==> src/rtl/regfile_wb_arbiter_pkg.sv <==
// regfile_wb_arbiter_pkg: shared widths, x0 address and FSM state encoding for the writeback arbiter
package regfile_wb_arbiter_pkg;
  localparam int XLEN_DEF = 32;
  localparam int AW_DEF = 5;
  localparam int CNT_W_DEF = 16;
  localparam int X0 = 0;
  localparam logic [2:0] ST_IDLE = 3'd0;
  localparam logic [2:0] ST_A_ONLY = 3'd1;
  localparam logic [2:0] ST_M_ONLY = 3'd2;
  localparam logic [2:0] ST_BOTH_AF = 3'd3;
  localparam logic [2:0] ST_BOTH_MF = 3'd4;
  typedef enum logic [2:0] {
    IDLE = ST_IDLE,
    A_ONLY = ST_A_ONLY,
    M_ONLY = ST_M_ONLY,
    BOTH_AF = ST_BOTH_AF,
    BOTH_MF = ST_BOTH_MF
  } state_e;
endpackage

==> src/rtl/regfile_wb_arbiter_if.sv <==
// regfile_wb_arbiter_if: ALU/load writeback handshakes, register-file write port and status outputs
interface regfile_wb_arbiter_if
  import regfile_wb_arbiter_pkg::*;
#(
  parameter int XLEN = XLEN_DEF,
  parameter int AW = AW_DEF,
  parameter int CNT_W = CNT_W_DEF
);
  logic alu_valid;
  logic alu_ready;
  logic [AW-1:0] alu_rd;
  logic [XLEN-1:0] alu_data;
  logic mem_valid;
  logic mem_ready;
  logic [AW-1:0] mem_rd;
  logic [XLEN-1:0] mem_data;
  logic rf_we;
  logic [AW-1:0] rf_waddr;
  logic [XLEN-1:0] rf_wdata;
  logic [(1<<AW)-1:0] pend_mask;
  logic [CNT_W-1:0] conflict_cnt;
  modport slave (
    input alu_valid, alu_rd, alu_data, mem_valid, mem_rd, mem_data,
    output alu_ready, mem_ready, rf_we, rf_waddr, rf_wdata, pend_mask, conflict_cnt
  );
  modport master (
    output alu_valid, alu_rd, alu_data, mem_valid, mem_rd, mem_data,
    input alu_ready, mem_ready, rf_we, rf_waddr, rf_wdata, pend_mask, conflict_cnt
  );
endinterface

==> src/rtl/regfile_wb_arbiter_wb_slot.sv <==
// regfile_wb_arbiter_wb_slot: one-entry writeback holding slot; drops x0 requests, exports one-hot rd
module regfile_wb_arbiter_wb_slot
  import regfile_wb_arbiter_pkg::*;
#(
  parameter int XLEN = XLEN_DEF,
  parameter int AW = AW_DEF
) (
  input  logic Clk,
  input  logic Reset,
  input  logic valid_i,
  input  logic [AW-1:0] rd_i,
  input  logic [XLEN-1:0] data_i,
  input  logic grant_i,
  output logic ready_o,
  output logic load_o,
  output logic held_nxt_o,
  output logic [AW-1:0] rd_o,
  output logic [XLEN-1:0] data_o,
  output logic [(1<<AW)-1:0] onehot_o
);
  localparam int NR = 1 << AW;
  logic held_q;
  logic [AW-1:0] rd_q;
  logic [XLEN-1:0] data_q;
  logic drop;
  always_comb begin
    ready_o = !held_q || grant_i;
    drop = rd_i == AW'(X0);
    load_o = valid_i && ready_o && !drop;
    held_nxt_o = load_o || (held_q && !grant_i);
    onehot_o = held_q ? NR'(1) << rd_q : '0;
  end
  assign rd_o = rd_q;
  assign data_o = data_q;
  always_ff @(posedge Clk or posedge Reset) begin
    if (Reset) begin
      held_q <= 1'b0;
      rd_q <= '0;
      data_q <= '0;
    end else begin
      held_q <= held_nxt_o;
      if (load_o) begin
        rd_q <= rd_i;
        data_q <= data_i;
      end
    end
  end
endmodule

==> src/rtl/regfile_wb_arbiter.sv <==
// regfile_wb_arbiter: age-ordered arbitration of ALU and load writebacks onto the single register-file write port
module regfile_wb_arbiter
  import regfile_wb_arbiter_pkg::*;
#(
  parameter int XLEN = XLEN_DEF,
  parameter int AW = AW_DEF,
  parameter int CNT_W = CNT_W_DEF
) (
  input logic Clk,
  input logic Reset,
  regfile_wb_arbiter_if.slave bus
);
  localparam int NR = 1 << AW;
  state_e state_q, state_d;
  logic [CNT_W-1:0] cnt_q, cnt_d;
  logic alu_grant, mem_grant, both;
  logic alu_load, mem_load, alu_nxt, mem_nxt;
  logic [AW-1:0] alu_rd_q, mem_rd_q;
  logic [XLEN-1:0] alu_data_q, mem_data_q;
  logic [NR-1:0] alu_oh, mem_oh;
  regfile_wb_arbiter_wb_slot #(.XLEN(XLEN), .AW(AW)) u_alu (
    .Clk(Clk), .Reset(Reset), .valid_i(bus.alu_valid), .rd_i(bus.alu_rd), .data_i(bus.alu_data),
    .grant_i(alu_grant), .ready_o(bus.alu_ready), .load_o(alu_load), .held_nxt_o(alu_nxt),
    .rd_o(alu_rd_q), .data_o(alu_data_q), .onehot_o(alu_oh)
  );
  regfile_wb_arbiter_wb_slot #(.XLEN(XLEN), .AW(AW)) u_mem (
    .Clk(Clk), .Reset(Reset), .valid_i(bus.mem_valid), .rd_i(bus.mem_rd), .data_i(bus.mem_data),
    .grant_i(mem_grant), .ready_o(bus.mem_ready), .load_o(mem_load), .held_nxt_o(mem_nxt),
    .rd_o(mem_rd_q), .data_o(mem_data_q), .onehot_o(mem_oh)
  );
  // When both end up held, a freshly loaded entry is younger; a simultaneous double load favours the load slot.
  always_comb begin
    alu_grant = state_q == A_ONLY || state_q == BOTH_AF;
    mem_grant = state_q == M_ONLY || state_q == BOTH_MF;
    both = state_q == BOTH_AF || state_q == BOTH_MF;
    state_d = !alu_nxt && !mem_nxt ? IDLE :
              !mem_nxt ? A_ONLY :
              !alu_nxt ? M_ONLY :
              alu_load ? BOTH_MF :
              mem_load ? BOTH_AF : state_q;
    cnt_d = both && cnt_q != '1 ? cnt_q + 1'b1 : cnt_q;
  end
  assign bus.rf_we = alu_grant || mem_grant;
  assign bus.rf_waddr = alu_grant ? alu_rd_q : mem_grant ? mem_rd_q : '0;
  assign bus.rf_wdata = alu_grant ? alu_data_q : mem_grant ? mem_data_q : '0;
  assign bus.pend_mask = alu_oh | mem_oh;
  assign bus.conflict_cnt = cnt_q;
  always_ff @(posedge Clk or posedge Reset) begin
    if (Reset) begin
      state_q <= IDLE;
      cnt_q <= '0;
    end else begin
      state_q <= state_d;
      cnt_q <= cnt_d;
    end
  end
endmodule

==> src/flat_wrapper.sv <==
// flat-port wrapper written by rule: the top's interface ports become plain ports
module regfile_wb_arbiter_flat import regfile_wb_arbiter_pkg::*;
#(
  parameter int XLEN = XLEN_DEF,
  parameter int AW = AW_DEF,
  parameter int CNT_W = CNT_W_DEF
)
  (Clk, Reset, bus_alu_valid, bus_alu_rd, bus_alu_data, bus_mem_valid, bus_mem_rd, bus_mem_data, bus_alu_ready, bus_mem_ready, bus_rf_we, bus_rf_waddr, bus_rf_wdata, bus_pend_mask, bus_conflict_cnt);
  regfile_wb_arbiter_if #(.XLEN(XLEN), .AW(AW), .CNT_W(CNT_W)) bus_i ();
  input logic Clk;
  input logic Reset;
  input wire logic [$bits(bus_i.alu_valid)-1:0] bus_alu_valid;
  input wire logic [$bits(bus_i.alu_rd)-1:0] bus_alu_rd;
  input wire logic [$bits(bus_i.alu_data)-1:0] bus_alu_data;
  input wire logic [$bits(bus_i.mem_valid)-1:0] bus_mem_valid;
  input wire logic [$bits(bus_i.mem_rd)-1:0] bus_mem_rd;
  input wire logic [$bits(bus_i.mem_data)-1:0] bus_mem_data;
  output wire logic [$bits(bus_i.alu_ready)-1:0] bus_alu_ready;
  output wire logic [$bits(bus_i.mem_ready)-1:0] bus_mem_ready;
  output wire logic [$bits(bus_i.rf_we)-1:0] bus_rf_we;
  output wire logic [$bits(bus_i.rf_waddr)-1:0] bus_rf_waddr;
  output wire logic [$bits(bus_i.rf_wdata)-1:0] bus_rf_wdata;
  output wire logic [$bits(bus_i.pend_mask)-1:0] bus_pend_mask;
  output wire logic [$bits(bus_i.conflict_cnt)-1:0] bus_conflict_cnt;
  assign bus_i.alu_valid = bus_alu_valid;
  assign bus_i.alu_rd = bus_alu_rd;
  assign bus_i.alu_data = bus_alu_data;
  assign bus_i.mem_valid = bus_mem_valid;
  assign bus_i.mem_rd = bus_mem_rd;
  assign bus_i.mem_data = bus_mem_data;
  assign bus_alu_ready = bus_i.alu_ready;
  assign bus_mem_ready = bus_i.mem_ready;
  assign bus_rf_we = bus_i.rf_we;
  assign bus_rf_waddr = bus_i.rf_waddr;
  assign bus_rf_wdata = bus_i.rf_wdata;
  assign bus_pend_mask = bus_i.pend_mask;
  assign bus_conflict_cnt = bus_i.conflict_cnt;
  regfile_wb_arbiter #(.XLEN(XLEN), .AW(AW), .CNT_W(CNT_W)) u_core (.Clk(Clk), .Reset(Reset), .bus(bus_i));
endmodule
==> config.mk <==
export PLATFORM = sky130hd
export DESIGN_NAME = regfile_wb_arbiter_flat
export DESIGN_NICKNAME = d
export VERILOG_FILES = /design/src/rtl/regfile_wb_arbiter_pkg.sv /design/src/rtl/regfile_wb_arbiter_if.sv /design/src/rtl/regfile_wb_arbiter_wb_slot.sv /design/src/rtl/regfile_wb_arbiter.sv /design/src/flat_wrapper.sv
export SDC_FILE = /design/constraint.sdc
export NUM_CORES = 1
export LEC_CHECK = 0
export BUFFER_PORTS_ARGS = -buffer_cell sky130_fd_sc_hd__buf_2
export CAP_MARGIN = 20
export CORE_MARGIN = 2
export CORE_UTILIZATION = 56
export CTS_BUF_LIST = sky130_fd_sc_hd__clkbuf_4 sky130_fd_sc_hd__clkbuf_8
export DETAILED_ROUTE_END_ITERATION = 12
export PLACE_DENSITY = 0.95
export SETUP_SLACK_MARGIN = 0.4
export SYNTH_ARGS = -nofsm -noshare
export SYNTH_HDL_FRONTEND = slang
export SYNTH_SLANG_ARGS = --single-unit
==> constraint.sdc <==
create_clock -name Clk -period 5.97 [get_ports Clk]
set_clock_uncertainty 0.2 [all_clocks]
set_input_delay 0.2985 -clock Clk [delete_from_list [all_inputs] [get_ports Clk]]
set_output_delay 0.2985 -clock Clk [all_outputs]
set_load 0.05 [all_outputs]
==> impl_results.md <==
* Cell area after synthesis at 0.00472 mm²
* Endpoint kind of the worst setup timing path: output port
* Worst path slowest cell: dfrtp_1
* Global placer's final weighted congestion at 0.789
* Warnings from Yosys at 0
* Detailed-route DRC error count at 0
* Maximum clock frequency at about 350 MHz
* Start of the worst register-to-register path: u_core.state_q[2]
* R2R cell count at 5
* Core footprint at 0.00818 mm²
* Setup_tns at 0 ns
* Critical Path AT at ~2.3 ns
* Worst IR drop on VDD at 0.000394 V
* FF-to-FF End: u_core.u_alu.data_o[14]
* Number of synthesized register bits at 95
* Part of the Yosys area used for sequential elements at 0.504
* Final cycle utilization of the critical path at 0.475
* Share of post-route cells with drive strength above 1 at 0.447
* H-tree level count at 3
* Max_slew headroom at 0.481
* Vias at 4,219
* First-pass GRT wire length at approximately 21,000 µm
* Final cell area excluding filler cells at 0.00648 mm²
* Root cell of the clock tree: clkbuf_8
* Max-slew violation total from the final report at 0
* Setup slack of the most critical reg-to-reg path at around 3.2 ns
* Maximum Capacitance Violations at 0
* Worst Hold Launch: bus_alu_rd[0]
* Type of the worst setup path: reg2out
* Clk sinks at between 90 and 100
* Type of origin of the critical path: flop
* Final critical path time including I/O delays and setup at 2.83 ns
* Cell breakdown of the critical path: xnor2_1 > nor2_2 > buf_4 > a22o_1 > buf_2
* Largest net degree at the start of global routing at 50
* Count of buffers inserted at the top-level ports at 165
* Most used DFF post-synth: dfrtp_1
* Commonest cells after routing, fill and taps aside: 165 x buf_2, 95 x dfrtp_1, 70 x dlygate4sd3_1
* Remaining global-route overflow at 0
* Dominant combinational cell family by area after synthesis: multiplexers
* Unrepaired setup endpoints after global routing: false
* Tightest Hold Check Type: in2reg
* Number of post-CTS setup repair buffers at 0
* Post-synth cell types at 45
* Outcome: finished clean
* Hold worst-path end: u_core.u_alu.rd_o[0]
* Synthesized area divided by synthesized cell count at 12.5 µm²
* Overall global routing resource usage at 0.302
* Instance area after placement at about 0.0056 mm²
* Xor and xnor fraction of the mapped netlist area at 0.0186
* Final Hold Viols at 0
* Clock Pin Slew Worst Setup and Hold Paths at ~0.09 ns
* WL/cell at 19.6 µm
* Number of antenna violations at the first check in global routing at 0
* Die span in x at 95.8 µm
* Most frequent standard cell in the layout excluding fill and tap cells: buf_2
* Count of flip-flops with a built-in enable after synthesis at 0
* Cells on Worst Hold Path at 2
* # nets final at 683
* Critical Path Fanout Max at 29
* Number of buffers created by CTS at 9
* Detailed placer's ending HPWL at 8670 µm
* Die outline area at 0.00917 mm²
* Fillers at 472
* Final count of negative-setup-slack endpoints at 0
* Via count of the first global-routing pass at 4,265
* Leakage at roughly 0.0031 µW
* CTS tree: done
* Fraction of the mapped netlist area in adder cells at 0.00265
* Row Count at 33
* Slew at the pin closest to its max-slew limit at a little under 0.8 ns
* Share of flip-flops with an asynchronous set or reset at 1.00
* Post-synthesis simple-gate area fraction at 0.0936
* Crit path buffers/inverters at 2
* Initial Utilization at 0.577
* Antenna-violating nets left at 0
* Compound-Gate Fraction of Synth Area at 0.141
* Post-Synthesis Cells at roughly 380
* Drt pass-1 iters at 8
* Worst path required time at 5.47 ns
* Clock latency on the worst-skew pair at between 0.3 and 0.4 ns
* Delay-heaviest family, CP: buffers and inverters
* Number of vias per cell at a little under 6
* Signed area change from the synthesized netlist to the final layout at 37.4%
* Count of routing violations after the opening detailed-route iteration at roughly 250
* Multiplexer share of the synthesized area at 0.205
* Post-Synthesis Net Count at between 400 and 500
* Max clock buf depth at 2
* Largest stage delay, worst path at 0.46 ns
* Number of top-level design ports at 166
* PwrDens at 671 mW/mm²
* Die outline height at 95.8 µm
* Post-detailed-routing wire length at 14,000 µm
==> how the worst max path moves through the flow <==
stage                                 start  cells after the start  slack [ns]                    endpoint
after floorplan                       Reset                      1        2.99  u_core.bus.conflict_cnt[0]
after global placement    u_core.state_q[2]                      5        3.42     u_core.u_alu.data_o[30]
after detailed placement  u_core.state_q[2]                      5        3.27      u_core.u_alu.data_o[0]
after CTS                 u_core.state_q[2]                      5        3.15             bus_rf_wdata[8]
after global routing      u_core.state_q[2]                      5        3.06            bus_rf_wdata[10]
final                     u_core.state_q[2]                      5        3.14            bus_rf_wdata[10]
==> flip-flops by register name (all words and copies together), names as in the netlist <==
signal                   count
u_core.u_mem.data_o         32
u_core.u_mem.rd_o            5
u_core.u_mem.held_q          1
u_core.state_q               3
u_core.u_alu.rd_o            5
u_core.u_alu.data_o         32
u_core.bus.conflict_cnt     16
u_core.u_alu.held_q          1
==> power by group <==
part / internal (µW) / switching (µW)
combinational: 899 / 1800
sequential: 940 / 265
clock: 203 / 240
total: 2040 / 2310
==> final cells by class <==
cell class	instances	area (µm²)	share of cell area
multi-input combinational	256	2190	0.338
clock inverter	7	85.1	0.0131
antenna	1	2.50	0.000386
inverter	2	8.76	0.00135
clock buffer	9	124	0.0191
sequential	95	2380	0.367
tap	105	131	0.0203
timing repair buffer	240	1560	0.241
==> repair_timing <==
action | CTS | global route
hold buffers | 69 | 1
gates resized for setup | 0 | 0
endpoints found under the hold margin | 114 | 1
==> logic make-up after synthesis <==
group,count (synthesis)
XOR/XNOR,10
AO/OA/AOI/OAI,89
multiplexers,76
flip-flops,95
adder cells (fa/ha/maj),1
buffers and inverters,25
AND/OR/NAND/NOR,80
==> cell usage after synthesis (3+ instances only) <==
master / count / area share
mux2_2: 45 / 0.11
nor3_1: 7 / 0.0074
nor2_1: 8 / 0.0064
nand3_1: 11 / 0.012
buf_4: 3 / 0.0048
mux2_4: 30 / 0.095
o22ai_1: 33 / 0.044
nand4_1: 5 / 0.0066
a22o_1: 38 / 0.071
nand2b_1: 5 / 0.0066
xor2_1: 9 / 0.017
clkbuf_1: 14 / 0.011
o21ai_0: 5 / 0.0053
nor2b_1: 9 / 0.012
nor4_1: 3 / 0.0040
dfrtp_1: 95 / 0.50
buf_12: 3 / 0.013
nand2_1: 18 / 0.014
==> metrics by stage <==
step / util / power, µW / setup WS, ns / hold slack [ns] / cells
4_1_cts: 0.791 / 4290 / 3.15 / 0.00227 / 713
6_report: 0.793 / 4350 / 3.14 / 0.0163 / 715
5_1_grt: 0.792 / 4530 / 3.06 / 0.00144 / 714
3_5_place_dp: 0.681 / 3810 / 3.27 / 0.262 / 628
2_1_floorplan: - / 3290 / 2.99 / 0.238 / 376
3_3_place_gp: 0.681 / 3720 / 3.42 / 0.254 / 628
==> per-layer routing <==
layer / track usage / vias up / wire length [µm]
met2: 0.569 / 239 / 7480
met1: 0.327 / 2058 / 5270
met5: 0 / - / 0
met3: 0.0478 / 45 / 819
met4: 0.149 / 0 / 477
li1: - / 1877 / -
No activity file was read; power rests on OpenSTA's default activity.
